File: config.mk
export PLATFORM = sky130hd
export DESIGN_NAME = multicycle_controller
export DESIGN_NICKNAME = d
export VERILOG_FILES = /design/src/rtl/multicycle_controller.sv
export SDC_FILE = /design/constraint.sdc
export NUM_CORES = 1
export LEC_CHECK = 0
export ABC_AREA = 1
export CAP_MARGIN = 20
export CORE_AREA = 3 3 45 47
export DETAILED_ROUTE_END_ITERATION = 10
export DIE_AREA = 0 0 48 50
export PLACE_DENSITY = 0.84
export SLEW_MARGIN = 20
export SYNTH_ARGS = -nofsm -noshare
export SYNTH_HDL_FRONTEND = slang
export SYNTH_SLANG_ARGS = --single-unit
File: constraint.sdc
create_clock -name clk -period 4.6 [get_ports clk]
set_clock_uncertainty 0.2 [all_clocks]
set_input_delay 1.15 -clock clk [delete_from_list [all_inputs] [get_ports clk]]
set_output_delay 1.15 -clock clk [all_outputs]
set_load 0.02 [all_outputs]
File: src/rtl/multicycle_controller.sv
// rtl/multicycle_controller.sv - multi-cycle MIPS main control FSM
module multicycle_controller #(
  parameter bit ILLEGAL_HALT = 1'b0
) (
  input  logic       clk,
  input  logic       reset,
  input  logic [5:0] OpCode,
  input  logic [5:0] Funct,
  output logic       PCWrite,
  output logic       PCWriteCond,
  output logic       IorD,
  output logic       MemRead,
  output logic       MemWrite,
  output logic       IRWrite,
  output logic       RegWrite,
  output logic       ExtOp,
  output logic       LuiOp,
  output logic [1:0] ALUSrcA,
  output logic [1:0] ALUSrcB,
  output logic [1:0] PCSource,
  output logic [1:0] MemtoReg,
  output logic [1:0] RegDst,
  output logic [3:0] ALUOp,
  output logic       Illegal,
  output logic [3:0] State
);

  typedef enum logic [3:0] {
    S_RST  = 4'd0,
    S_IF   = 4'd1,
    S_ID   = 4'd2,
    S_MA   = 4'd3,
    S_MR   = 4'd4,
    S_WBM  = 4'd5,
    S_MW   = 4'd6,
    S_EXR  = 4'd7,
    S_WBR  = 4'd8,
    S_EXI  = 4'd9,
    S_WBI  = 4'd10,
    S_BR   = 4'd11,
    S_JMP  = 4'd12,
    S_JR   = 4'd13,
    S_HALT = 4'd14
  } state_t;

  localparam logic [5:0] OP_RTYPE = 6'h00;
  localparam logic [5:0] OP_J     = 6'h02;
  localparam logic [5:0] OP_JAL   = 6'h03;
  localparam logic [5:0] OP_BEQ   = 6'h04;
  localparam logic [5:0] OP_ADDI  = 6'h08;
  localparam logic [5:0] OP_ADDIU = 6'h09;
  localparam logic [5:0] OP_SLTI  = 6'h0A;
  localparam logic [5:0] OP_SLTIU = 6'h0B;
  localparam logic [5:0] OP_ANDI  = 6'h0C;
  localparam logic [5:0] OP_LUI   = 6'h0F;
  localparam logic [5:0] OP_LW    = 6'h23;
  localparam logic [5:0] OP_SW    = 6'h2B;

  localparam logic [5:0] FN_SLL  = 6'h00;
  localparam logic [5:0] FN_SRL  = 6'h02;
  localparam logic [5:0] FN_SRA  = 6'h03;
  localparam logic [5:0] FN_JR   = 6'h08;
  localparam logic [5:0] FN_JALR = 6'h09;

  state_t state_q, state_d;

  logic is_jr_fn;
  logic is_shift_fn;

  assign is_jr_fn    = (Funct == FN_JR) || (Funct == FN_JALR);
  assign is_shift_fn = (Funct == FN_SLL) || (Funct == FN_SRL) || (Funct == FN_SRA);
  assign State       = state_q;

  always_ff @(posedge clk or negedge reset) begin
    if (!reset) begin
      state_q <= S_RST;
    end else begin
      state_q <= state_d;
    end
  end

  always_comb begin
    state_d     = state_q;
    PCWrite     = 1'b0;
    PCWriteCond = 1'b0;
    IorD        = 1'b0;
    MemRead     = 1'b0;
    MemWrite    = 1'b0;
    IRWrite     = 1'b0;
    RegWrite    = 1'b0;
    ExtOp       = 1'b0;
    LuiOp       = 1'b0;
    ALUSrcA     = 2'b00;
    ALUSrcB     = 2'b00;
    PCSource    = 2'b00;
    MemtoReg    = 2'b00;
    RegDst      = 2'b00;
    ALUOp       = 4'b0000;
    Illegal     = 1'b0;

    case (state_q)
      S_RST: state_d = S_IF;

      S_IF: begin
        MemRead = 1'b1;
        IRWrite = 1'b1;
        ALUSrcB = 2'b01;
        PCWrite = 1'b1;
        state_d = S_ID;
      end

      // Speculatively compute the branch target into ALUOut while decoding.
      S_ID: begin
        ALUSrcB = 2'b11;
        ExtOp   = 1'b1;
        case (OpCode)
          OP_LW, OP_SW: state_d = S_MA;
          OP_RTYPE:     state_d = is_jr_fn ? S_JR : S_EXR;
          OP_ADDI, OP_ADDIU, OP_SLTI, OP_SLTIU, OP_ANDI, OP_LUI:
                        state_d = S_EXI;
          OP_BEQ:       state_d = S_BR;
          OP_J, OP_JAL: state_d = S_JMP;
          default: begin
            Illegal = 1'b1;
            state_d = ILLEGAL_HALT ? S_HALT : S_IF;
          end
        endcase
      end

      S_MA: begin
        ALUSrcA = 2'b01;
        ALUSrcB = 2'b10;
        ExtOp   = 1'b1;
        state_d = (OpCode == OP_LW) ? S_MR : S_MW;
      end

      S_MR: begin
        MemRead = 1'b1;
        IorD    = 1'b1;
        state_d = S_WBM;
      end

      S_WBM: begin
        RegWrite = 1'b1;
        MemtoReg = 2'b01;
        state_d  = S_IF;
      end

      S_MW: begin
        MemWrite = 1'b1;
        IorD     = 1'b1;
        state_d  = S_IF;
      end

      S_EXR: begin
        ALUSrcA = is_shift_fn ? 2'b10 : 2'b01;
        ALUOp   = 4'b0010;
        state_d = S_WBR;
      end

      S_WBR: begin
        RegWrite = 1'b1;
        RegDst   = 2'b01;
        state_d  = S_IF;
      end

      // andi zero-extends; everything else sign-extends its immediate.
      S_EXI: begin
        ALUSrcA = 2'b01;
        ALUSrcB = 2'b10;
        ExtOp   = (OpCode != OP_ANDI);
        LuiOp   = (OpCode == OP_LUI);
        case (OpCode)
          OP_ADDIU: ALUOp = 4'b1000;
          OP_ANDI:  ALUOp = 4'b0100;
          OP_SLTI:  ALUOp = 4'b0101;
          OP_SLTIU: ALUOp = 4'b1101;
          default:  ALUOp = 4'b0000;
        endcase
        state_d = S_WBI;
      end

      S_WBI: begin
        RegWrite = 1'b1;
        state_d  = S_IF;
      end

      S_BR: begin
        ALUSrcA     = 2'b01;
        ALUOp       = 4'b0001;
        PCWriteCond = 1'b1;
        PCSource    = 2'b01;
        state_d     = S_IF;
      end

      // PC was already advanced in IF, so the link value is simply PC.
      S_JMP: begin
        PCWrite  = 1'b1;
        PCSource = 2'b10;
        if (OpCode == OP_JAL) begin
          RegWrite = 1'b1;
          RegDst   = 2'b10;
          MemtoReg = 2'b10;
        end
        state_d = S_IF;
      end

      S_JR: begin
        PCWrite  = 1'b1;
        PCSource = 2'b11;
        if (Funct == FN_JALR) begin
          RegWrite = 1'b1;
          RegDst   = 2'b01;
          MemtoReg = 2'b10;
        end
        state_d = S_IF;
      end

      S_HALT: state_d = S_HALT;

      default: state_d = S_RST;
    endcase
  end

endmodule

==> metrics.yaml <==
clock_network:
  clkTransAtPathRegs_ns: 0.04
  cts_tree: "built"
  clk_latency_ns: 0.24
  htree_levels: 1
  cts_root_buf: "clkbuf_4"
  hold_buffers: 0
  clockBufferDepth: 2
  cts_setup_buffers: 0
  cts_buffers: 3
  clock-sinks: 4
  cts_resized: 0
global_routing:
  grt_pass1_wl_mm: 3.42
  antenna_found_initial: 0
  grt_max_degree: 9
  track_usage_pct: 18.5
  grt_pass1_vias: 826
  overflow: 0
yosys:
  ys_warn_count: 0
  synth_compound_area_share_pct: 13.7
  syn_inst: 117
  synth.mux.area_fraction_pct: 0
  synth.avg_cell_area_sq_um: 5.17
  synth-seq-cells: 4
  synth.distinct_cells: 15
  yosys.area_share.simple_pct: 58.0
  synth_area_leaders: "nor2_1 19%, dfrtp_1 17%, nand2_1 15%"
  seq_area_frac_synth_pct: 16.6
  syn_nets: 131
  synth_top_family_by_area: "simple AND/OR/NAND/NOR gates"
  synthXorXnorAreaFrac_pct: 0
  yosysTopAreaCellShare_pct: 18.6
  synthAdderAreaFrac_pct: 0
  yosysTopAreaCell: "nor2_1"
  netlist_area_sq_um: 604
layout:
  most-common-layout-cells: "41 x clkdlybuf4s50_1, 30 x nor2_1, 24 x nand2_1, 19 x inv_1, 11 x o21ai_0"
  fin_nets: 177
  largest_reg_flops: 4
  syn2layout_area_growth_pct: 75.2
  final_common_cell: "clkdlybuf4s50_1"
  final_layout_size_suffix_gt1_share_pct: 4.35
  n_antenna_cell: 0
timing:
  period_share_pct: 94.1
  timing.fmax_mhz: 231
  hold_viol: 0
  setup_viol: 0
  fin_crit_ns: 4.33
  tightest_slew_ns: 0.340
  slew-limit-headroom_pct: 77.3
  fin_ws_ns: 0.273
  slew_violations: 0
  fin_setup_tns_ns: 0
  rsz0062_at_grt: "false"
min_path:
  hold_depth: 2
  hold_class: "reg2reg"
floorplan:
  start_util_pct: 35.8
  die_x_microns: 48
  rows: 15
  die_h_microns: 50
  die_area_sq_um: 2400
  io_pins: 42
  core_sq_um: 1690
routing:
  wl_per_cell_microns: 12.0
  drt-vias-per-instance: 5.19
  ant_nets: 0
  via_count: 923
  drtIter0Drc: 27
  drc: 0
  wl_mm: 2.14
  first_pass_iters: 4
placed_design:
  hpwl_mm: 1.81
  gp_congestion: 0.896
  pre_cts_ws_ns: 0.265
  portBuffers: 41
setup_path:
  start_kind: "input port"
  end_kind: "primary output"
  cp_max_fo: 8
  arrival_ns: 2.98
  r2r.worst_path.cells: 5
  cp.required_ns: 3.25
  crit_type: "in2out"
power:
  p_leak_nw: 0.485
  ir_worst_vdd_mv: 0.221
  powerDensity_nw_per_um2: 543
flow_run:
  cap_violations: 0
outcome:
  status: "completed"
-- power by group --
group / total, mW / leakage, nW / switching (mW) / internal (mW)
sequential: 0.0790 / 0.0503 / 0.0274 / 0.0516
combinational: 0.451 / 0.421 / 0.260 / 0.191
clock: 0.0440 / 0.0138 / 0.0148 / 0.0292
-- cell usage after synthesis --
cell       n
nand2_2    1
nor2_4     2
o31ai_1    1
nand3_2    1
o21ai_0   11
nand2_1   24
nor2_1    30
nand3_1   10
a21oi_1    4
nand4_1    4
inv_1     19
nand3b_1   1
dfrtp_1    4
nor4_1     1
nor3_1     4
-- per-stage QoR --
stage               instances  util, %  hold slack [ns]  cell area, sq um  power (mW)
floorplan                 117        -            0.532               604       0.320
global placement          175     61.3            0.482              1040       0.521
detailed placement        175     61.3            0.501              1040       0.528
CTS                       178     62.7            0.497              1060       0.573
global route              178     62.7            0.551              1060       0.618
finish                    178     62.7            0.526              1060       0.574
-- logic make-up after synthesis --
kind of cell | after synthesis
simple gates | 78
compound gates | 16
buf+inv | 19
flops | 4
-- routing by layer --
layer / GRT usage (%) / up-vias / routed length (microns) / part of all wire [%]
li1: - / 474 / - / -
met1: 21.5 / 406 / 889 / 42
met2: 32.8 / 43 / 1120 / 52
met3: 2.55 / 0 / 128 / 6.0
met4: 5.38 / 0 / 0 / 0
met5: 0 / - / 0 / 0
-- path summary, 6_finish.rpt --
path	start	end	slack, ns
max	OpCode[5]	ALUOp[0]	0.27
min	State[2]$_DFF_PN0_	State[0]$_DFF_PN0_	0.53
max reg2reg	State[0]$_DFF_PN0_	State[2]$_DFF_PN0_	3.00
min reg2reg	State[2]$_DFF_PN0_	State[0]$_DFF_PN0_	0.53
max in group asynchronous	reset	State[2]$_DFF_PN0_	3.11
min in group asynchronous	reset	State[0]$_DFF_PN0_	0.91
-- critical path, cell delays in order --
cell and delay, ns:
clkdlybuf4s50_1 0.47, nor2_4 0.18, inv_1 0.08, nor2_1 0.18, nand2_1 0.13, o21ai_0 0.15, clkdlybuf4s50_1 0.64
-- final cells by class --
type,count,area (sq um)
clock buffer,3,22.5
sequential,4,100
fill,169,631
timing repair buffer,41,410
tap,17,21.3
multi-input combinational,94,433
inverter,19,71.3
Power figures use the tool's default switching activity.
